`src/rtl/multiword_adder_seq_if.sv`:
```
// Bundles the request/result handshake of multiword_adder_seq together with the
// word-wide link to the external fulladder32 stage.
interface multiword_adder_seq_if #(
    parameter int WORDS = 4
) ();
    localparam int N = WORDS * 32;

    logic         start;
    logic [N-1:0] A;
    logic [N-1:0] B;
    logic         Pin;
    logic         busy;
    logic         done;
    logic [N-1:0] S;
    logic         Pout;
    logic         OVF;
    logic [31:0]  add_A;
    logic [31:0]  add_B;
    logic         add_Pin;
    logic [31:0]  add_S;
    logic         add_Pout;

    modport slave (
        input  start, A, B, Pin, add_S, add_Pout,
        output busy, done, S, Pout, OVF, add_A, add_B, add_Pin
    );

    modport master (
        output start, A, B, Pin, add_S, add_Pout,
        input  busy, done, S, Pout, OVF, add_A, add_B, add_Pin
    );
endinterface

```
`src/rtl/multiword_adder_seq.sv`:
```
// Wide adder sequencer: streams one 32-bit word pair per cycle through an
// external fulladder32, chaining the carry LSW-first.
//   state | meaning
//   IDLE  | waiting for start, adder inputs parked at zero
//   RUN   | one word per cycle, idx selects the word
//   DONE  | latch final carry and signed overflow
module multiword_adder_seq #(
    parameter int WORDS = 4
) (
    input  logic                clk,
    input  logic                rst,
    multiword_adder_seq_if.slave bus
);
    localparam int N  = WORDS * 32;
    localparam int IW = (WORDS > 1) ? $clog2(WORDS) : 1;
    localparam logic [IW-1:0] LAST = IW'(WORDS - 1);

    typedef enum logic [1:0] {
        IDLE = 2'd0,
        RUN  = 2'd1,
        DONE = 2'd2
    } state_t;

    state_t        state_q, state_d;
    logic [IW-1:0] idx_q, idx_d;
    logic          carry_q, carry_d;
    logic [N-1:0]  opa_q, opa_d;
    logic [N-1:0]  opb_q, opb_d;
    logic [N-1:0]  s_q, s_d;
    logic          pout_q, pout_d;
    logic          ovf_q, ovf_d;
    logic          done_q, done_d;

    always_ff @(posedge clk or posedge rst) begin
        if (rst) begin
            state_q <= IDLE;
            idx_q   <= '0;
            carry_q <= 1'b0;
            opa_q   <= '0;
            opb_q   <= '0;
            s_q     <= '0;
            pout_q  <= 1'b0;
            ovf_q   <= 1'b0;
            done_q  <= 1'b0;
        end else begin
            state_q <= state_d;
            idx_q   <= idx_d;
            carry_q <= carry_d;
            opa_q   <= opa_d;
            opb_q   <= opb_d;
            s_q     <= s_d;
            pout_q  <= pout_d;
            ovf_q   <= ovf_d;
            done_q  <= done_d;
        end
    end

    always_comb begin
        state_d = state_q;
        case (state_q)
            IDLE:    if (bus.start) state_d = RUN;
            RUN:     if (idx_q == LAST) state_d = DONE;
            DONE:    state_d = IDLE;
            default: state_d = IDLE;
        endcase
    end

    always_comb begin
        idx_d   = idx_q;
        carry_d = carry_q;
        opa_d   = opa_q;
        opb_d   = opb_q;
        s_d     = s_q;
        pout_d  = pout_q;
        ovf_d   = ovf_q;
        done_d  = 1'b0;
        case (state_q)
            IDLE: begin
                if (bus.start) begin
                    opa_d   = bus.A;
                    opb_d   = bus.B;
                    carry_d = bus.Pin;
                    idx_d   = '0;
                    s_d     = '0;
                    pout_d  = 1'b0;
                    ovf_d   = 1'b0;
                end
            end
            RUN: begin
                s_d[idx_q*32 +: 32] = bus.add_S;
                carry_d             = bus.add_Pout;
                if (idx_q != LAST) idx_d = idx_q + 1'b1;
            end
            DONE: begin
                // done is registered so it lines up with Pout/OVF becoming valid
                done_d = 1'b1;
                pout_d = carry_q;
                ovf_d  = (opa_q[N-1] == opb_q[N-1]) && (s_q[N-1] != opa_q[N-1]);
            end
            default: ;
        endcase
    end

    always_comb begin
        bus.busy    = (state_q != IDLE);
        bus.done    = done_q;
        bus.S       = s_q;
        bus.Pout    = pout_q;
        bus.OVF     = ovf_q;
        bus.add_A   = '0;
        bus.add_B   = '0;
        bus.add_Pin = 1'b0;
        if (state_q == RUN) begin
            bus.add_A   = opa_q[idx_q*32 +: 32];
            bus.add_B   = opb_q[idx_q*32 +: 32];
            bus.add_Pin = carry_q;
        end
    end
endmodule

```
`src/flat_wrapper.sv`:
```
// flat-port wrapper written by rule: the top's interface ports become plain ports
module multiword_adder_seq_flat 
#(
    parameter int WORDS = 4
)
  (clk, rst, bus_start, bus_A, bus_B, bus_Pin, bus_add_S, bus_add_Pout, bus_busy, bus_done, bus_S, bus_Pout, bus_OVF, bus_add_A, bus_add_B, bus_add_Pin);
  multiword_adder_seq_if #(.WORDS(WORDS)) bus_i ();
  input  logic clk;
  input  logic rst;
  input wire logic [$bits(bus_i.start)-1:0] bus_start;
  input wire logic [$bits(bus_i.A)-1:0] bus_A;
  input wire logic [$bits(bus_i.B)-1:0] bus_B;
  input wire logic [$bits(bus_i.Pin)-1:0] bus_Pin;
  input wire logic [$bits(bus_i.add_S)-1:0] bus_add_S;
  input wire logic [$bits(bus_i.add_Pout)-1:0] bus_add_Pout;
  output wire logic [$bits(bus_i.busy)-1:0] bus_busy;
  output wire logic [$bits(bus_i.done)-1:0] bus_done;
  output wire logic [$bits(bus_i.S)-1:0] bus_S;
  output wire logic [$bits(bus_i.Pout)-1:0] bus_Pout;
  output wire logic [$bits(bus_i.OVF)-1:0] bus_OVF;
  output wire logic [$bits(bus_i.add_A)-1:0] bus_add_A;
  output wire logic [$bits(bus_i.add_B)-1:0] bus_add_B;
  output wire logic [$bits(bus_i.add_Pin)-1:0] bus_add_Pin;
  assign bus_i.start = bus_start;
  assign bus_i.A = bus_A;
  assign bus_i.B = bus_B;
  assign bus_i.Pin = bus_Pin;
  assign bus_i.add_S = bus_add_S;
  assign bus_i.add_Pout = bus_add_Pout;
  assign bus_busy = bus_i.busy;
  assign bus_done = bus_i.done;
  assign bus_S = bus_i.S;
  assign bus_Pout = bus_i.Pout;
  assign bus_OVF = bus_i.OVF;
  assign bus_add_A = bus_i.add_A;
  assign bus_add_B = bus_i.add_B;
  assign bus_add_Pin = bus_i.add_Pin;
  multiword_adder_seq #(.WORDS(WORDS)) u_core (.clk(clk), .rst(rst), .bus(bus_i));
endmodule
```
`config.mk`:
```
export PLATFORM = sky130hd
export DESIGN_NAME = multiword_adder_seq_flat
export DESIGN_NICKNAME = d
export VERILOG_FILES = /design/src/rtl/multiword_adder_seq_if.sv /design/src/rtl/multiword_adder_seq.sv /design/src/flat_wrapper.sv
export SDC_FILE = /design/constraint.sdc
export NUM_CORES = 1
export LEC_CHECK = 0
export ABC_AREA = 1
export ABC_CLOCK_PERIOD_IN_PS = 14500
export CAP_MARGIN = 20
export CORE_ASPECT_RATIO = 0.5
export CORE_MARGIN = 2
export CORE_UTILIZATION = 44
export DETAILED_ROUTE_END_ITERATION = 16
export GPL_TIMING_DRIVEN = 0
export MAX_ROUTING_LAYER = met4
export PLACE_DENSITY_LB_ADDON = 0.12
export SYNTH_ARGS = -nofsm -noshare
export SYNTH_HDL_FRONTEND = slang
export SYNTH_SLANG_ARGS = --single-unit
export TNS_END_PERCENT = 100
```
`constraint.sdc`:
```
create_clock -name clk -period 14.5 [get_ports clk]
set_clock_uncertainty 0.15 [all_clocks]
set_input_delay 2.9 -clock clk [delete_from_list [all_inputs] [get_ports clk]]
set_output_delay 2.9 -clock clk [all_outputs]
set_load 0.05 [all_outputs]
```
After elaboration in Yosys (flattened, before gate mapping)
Index checks and enable logic that the tools add are counted.
{"block": "op_classes", "eq_ne": 9, "reduce_logical": 10, "add_sub_neg": 2, "shifts": 4, "mux": 18}
{"operator": "128-bit one-hot mux with 2 select lines", "n": 1}
{"operator": "128-bit by 8-bit indexed part select with 32-bit output", "n": 2}
{"operator": "128-bit bitwise mux", "n": 1}
{"operator": "128-bit two-way mux", "n": 1}
{"operator": "32-bit by 34-bit variable shift with 128-bit output, first input constant", "n": 1}
{"operator": "32-bit by 34-bit indexed part select with 128-bit output", "n": 1}
{"operator": "32-bit two-way mux", "n": 2}
{"operator": "7-bit negator with 34-bit output", "n": 1}
{"operator": "2-bit two-way mux", "n": 4}
{"operator": "2-bit one-hot mux with 2 select lines", "n": 2}
{"operator": "2-bit AND reduction", "n": 4}
{"operator": "1-bit one-hot mux with 2 select lines", "n": 3}
{"operator": "2-bit nonzero test", "n": 3}
{"operator": "2-bit equality test, second input constant", "n": 2}
{"operator": "1-bit two-way mux", "n": 4}
{"operator": "2-bit by 1-bit != test with 1-bit output, second input constant", "n": 2}
{"operator": "2-bit != test, second input constant", "n": 2}
{"operator": "3-bit AND reduction", "n": 1}
{"operator": "2-bit by 1-bit adder with 2-bit output, second input constant", "n": 1}
{"operator": "2-bit by 1-bit equality test with 1-bit output, second input constant", "n": 1}
{"operator": "2-bit zero test", "n": 1}
{"operator": "1-bit equality test", "n": 1}
{"operator": "1-bit logical AND", "n": 1}
{"operator": "1-bit != test", "n": 1}
{"block": "word_totals", "regBits": 392}

Logic depth before layout (Yosys ltp)
{"block": "depth", "word_depth": 4, "depth_mapped": 10, "ltp_nobuf": 6}

Worst setup path after synthesis
OpenSTA, ideal clock, no wires.
{"block": "synth_timing", "path_type": "flip-flop to output port", "start": "register u_core.idx_q[0]", "end": "output bus_add_B[26]", "arrival_time_ps": 1865, "stages_incl_launch_ff": 8, "path_buffers": 3, "setup_slack_ps": 9585, "required_time_ps": 11450, "cell_sequence": "dfrtp_1 buf_2 inv_1 buf_2 buf_2 nand2_1 nand3_1 a21oi_1"}
{"block": "synth_between", "elab_chain_len": 2}
{"element": "from (decl)", "line": "multiword_adder_seq.sv:25", "rtl": "logic [IW-1:0] idx_q, idx_d;"}
{"element": "from (signal assigned)", "line": "multiword_adder_seq.sv:47", "rtl": "idx_q <= idx_d;"}
{"element": "128-bit by 8-bit indexed part select with 32-bit output", "line": "multiword_adder_seq.sv:115", "rtl": "bus.add_B = opb_q[idx_q*32 +: 32];"}
{"element": "32-bit two-way mux", "line": "multiword_adder_seq.sv:113", "rtl": "if (state_q == RUN) begin"}
{"element": "to (decl)", "line": "flat_wrapper.sv:22", "rtl": "output wire logic [$bits(bus_i.add_B)-1:0] bus_add_B;"}
Every way passes these cells.

Final worst setup path
{"block": "layout_timing", "start": "register u_core.idx_q[0]", "end": "output bus_add_A[31]"}
{"block": "layout_between", "elab_chain_len": 2}
{"element": "128-bit by 8-bit indexed part select with 32-bit output", "line": "multiword_adder_seq.sv:114", "rtl": "bus.add_A = opa_q[idx_q*32 +: 32];"}
{"element": "32-bit two-way mux", "line": "multiword_adder_seq.sv:113"}
{"element": "to (decl)", "line": "flat_wrapper.sv:21", "rtl": "output wire logic [$bits(bus_i.add_A)-1:0] bus_add_A;"}
Every way passes these cells.

==> impl_metrics.py <==
metrics = {
    "route": {
        "wl_microns": 62400,
        "wl_per_cell_microns": 18.7,
        "via_count": 16872,
        "drc": 0,
        "postRouteAntennaNets": 0,
        "drt_iter0_markers": 1132,
        "dr.pass1.iters": 5,
        "via_per_inst": 5.05,
    },
    "clock_network": {
        "cts_buffer_depth": 3,
        "htreeDepth": 2,
        "worstSkewPairLatency_ps": 540,
        "numClockSinks": 392,
        "post_cts_resized": 0,
        "hold_buffers": 0,
        "cts_buffers": 38,
        "cts_tree": "done",
        "root_buffer": "clkbuf_16",
        "cts_setup_buffers": 0,
        "path_clk_slew_ps": 70,
    },
    "logic_synthesis": {
        "ys.flop_type": "dfrtp_1",
        "synth_seq_cells": 392,
        "synth_top_cell_by_area": "dfrtp_1",
        "synth_compound_area_share_pct": 10.9,
        "synth.area.mux_share_pct": 0,
        "synthAdderAreaFrac_pct": 0.422,
        "synth-xor-area-share_pct": 0,
        "synth_cell_types": 18,
        "synth_top_family_by_area": "simple AND/OR/NAND/NOR gates",
        "synth.net_count": 2531,
        "avgSynthCellArea_sq_um": 7.97,
        "syn_inst": 2232,
        "ys_top_cells_by_area": "dfrtp_1, nand2_1, nand3_1",
        "syn_area_sq_um": 17800,
        "yosysWarnings": 0,
        "async_flop_share_pct": 100,
        "ys_seq_area_share_pct": 55.2,
        "synth.most_common_cell": "nand2_1",
        "synth_edf_count": 0,
        "netlist.area_leader.share_pct": 55.2,
        "synth-simple-area-share_pct": 23.3,
        "synth_commonest_cells": "nand2_1, dfrtp_1, nand3_1, inv_1, o21ai_0",
    },
    "timing": {
        "fin_crit_sh_pct": 44.2,
        "setup_viol": 0,
        "final_max_slew_viol_count": 0,
        "tightest_slew_ps": 733,
        "rsz0062_at_grt": "no",
        "relSlewSlack_pct": 51.2,
        "hold_viol": 0,
        "clock.fmax_ghz": 0.156,
        "min_period_ps": 6410,
        "fin_ws_ps": 8090,
    },
    "hold_path": {
        "hold_path_end": "u_core.bus.S[2]",
        "min_path_type": "register to register",
        "min_path_cells": 2,
        "worstHoldStart": "u_core.bus.S[2]",
    },
    "floorplanning": {
        "initial_core_util_pct": 44.3,
        "die_w_microns": 288,
        "die_h_microns": 146,
        "io_pins": 490,
        "die_area_sq_um": 42100,
        "core_area_sq_um": 40100,
        "num_rows": 52,
    },
    "placement": {
        "pre_cts_slack_ps": 8660,
        "place_congestion": 0.880,
        "hpwl_microns": 46200,
        "port_buffers": 489,
    },
    "power": {
        "ir_worst_vdd_mv": 0.132,
        "power.leakage_nw": 11.8,
        "powerDensity_nw_per_um2": 239,
        "total_power_mw": 5.92,
    },
    "finish": {
        "syn2layout_area_growth_pct": 39.4,
        "layout-drive-gt1-share_pct": 6.16,
        "nets": 3064,
        "post-route-util_pct": 61.8,
    },
    "critical_path": {
        "critPathArrivalTime_ps": 3360,
        "regToRegEndpoint": "u_core.bus.S[9]",
        "slowest_delay_ps": 860,
        "worstSetupPathType": "register to output port",
        "r2r-start": "u_core.idx_q[0]",
        "required_ps": 11450,
        "crit_top_cell": "buf_2",
        "crit_start": "u_core.idx_q[0]",
        "startpoint_type": "register",
        "crit_chain": "buf_2, inv_1, buf_2, buf_2, nand2_1, nand3_1, a21oi_1, clkdlybuf4s50_1",
        "r2r_setup_slack_ps": 11150,
        "reg2regPathDepth": 9,
        "end_kind": "output port",
        "slowest_stage": "clkdlybuf4s50_1",
        "path_max_fanout": 10,
    },
    "global_route": {
        "first_global_vias": 17024,
        "grt_max_degree": 98,
        "antenna_found_initial": 9,
        "track_usage_pct": 30.2,
        "grt_pass1_wl_microns": 95200,
        "grt-ovfl-total": 0,
    },
    "run_status": {
        "outcome": "complete, no violations",
    },
    "flow_run": {
        "drv_cap": 0,
    },
}
flip-flops by register name (all words and copies together) (netlist names):
name,count
u_core.idx_q,2
u_core.bus.S,128
u_core.carry_q,1
u_core.bus.OVF,1
u_core.state_q,2
u_core.opa_q,128
u_core.bus.Pout,1
u_core.bus.done,1
u_core.opb_q,128
kinds of logic after synthesis:
family | Yosys count
fa+ha+maj | 6
compound gates | 386
simple gates | 996
buf+inv | 452
flops | 392
layout by cell type (no fill, tap or decap):
cell type,netlist,routed
inv_1,296,295
dfrtp_1,392,392
nand3_4,1,1
nor2_1,37,37
inv_2,3,3
clkinvlp_4,0,1
bufinv_16,0,5
o21ai_0,290,290
buf_16,0,4
buf_1,9,9
clkbuf_8,0,6
nand2_1,657,657
diode_2,0,9
nand2_2,1,1
inv_6,0,1
clkdlybuf4s50_1,0,489
inv_8,0,1
clkinv_2,0,8
buf_4,3,3
nand3_1,297,297
nor2_4,2,2
a21oi_1,64,64
o21ai_1,32,32
clkinv_4,0,2
buf_2,94,94
ha_1,6,6
clkbuf_1,47,53
clkbuf_16,0,39
nor2_2,1,1
routing by layer:
| metal | up-vias | wire (microns) | share of wire, % | global-route usage (%) |
|---|---|---|---|---|
| li1 | 8080 | - | - | - |
| met1 | 8156 | 25500 | 41 | 36.8 |
| met2 | 498 | 30800 | 49 | 49.8 |
| met3 | 138 | 3390 | 5.4 | 4.97 |
| met4 | 0 | 2670 | 4.3 | 13.1 |
| met5 | - | 0 | 0 | - |
worst max-delay path, delay by kind of cell, from the launching register on:
family                 cells  cell delay (ps)
buffers and inverters      5             1960
flip-flops                 1              400
AO/OA/AOI/OAI              1              290
AND/OR/NAND/NOR            2              160
worst max-delay path by stage:
stage,to,cells past startpoint
2_1_floorplan,u_core.bus.OVF,1
3_3_place_gp,u_core.bus.S[24],2
3_5_place_dp,bus_add_A[31],8
4_1_cts,bus_add_A[31],8
5_1_grt,bus_add_A[31],8
6_report,bus_add_A[31],8
power breakdown:
| group | total, mW | switching, mW | internal (mW) |
|---|---|---|---|
| combinational | 3.17 | 2.22 | 0.956 |
| sequential | 1.69 | 0.156 | 1.53 |
| clock | 1.06 | 0.443 | 0.616 |
| total | 5.92 | 2.82 | 3.11 |
area by class of cell:
cell class / instances / area [sq um]
diodes: 9 / 22.5
clock inverters: 17 / 224
flip-flops and latches: 392 / 9810
plain buffers: 153 / 703
clock buffers: 51 / 1080
repair buffers: 493 / 5000
well taps: 540 / 676
multi-input cells: 1388 / 6150
inverters: 299 / 1130
fillers: 3636 / 15300
stage by stage:
step | TNS [ps] | hold slack, ps | cell area, sq um | std cells
4_1_cts | 0 | 362 | 24800 | 3333
6_report | 0 | 362 | 24800 | 3342
3_5_place_dp | 0 | 345 | 23500 | 3265
3_3_place_gp | -1870410 | 339 | 23400 | 3261
2_1_floorplan | 0 | 321 | 17800 | 2232
5_1_grt | 0 | 378 | 24800 | 3342
No activity file was read; power rests on OpenSTA's default activity.
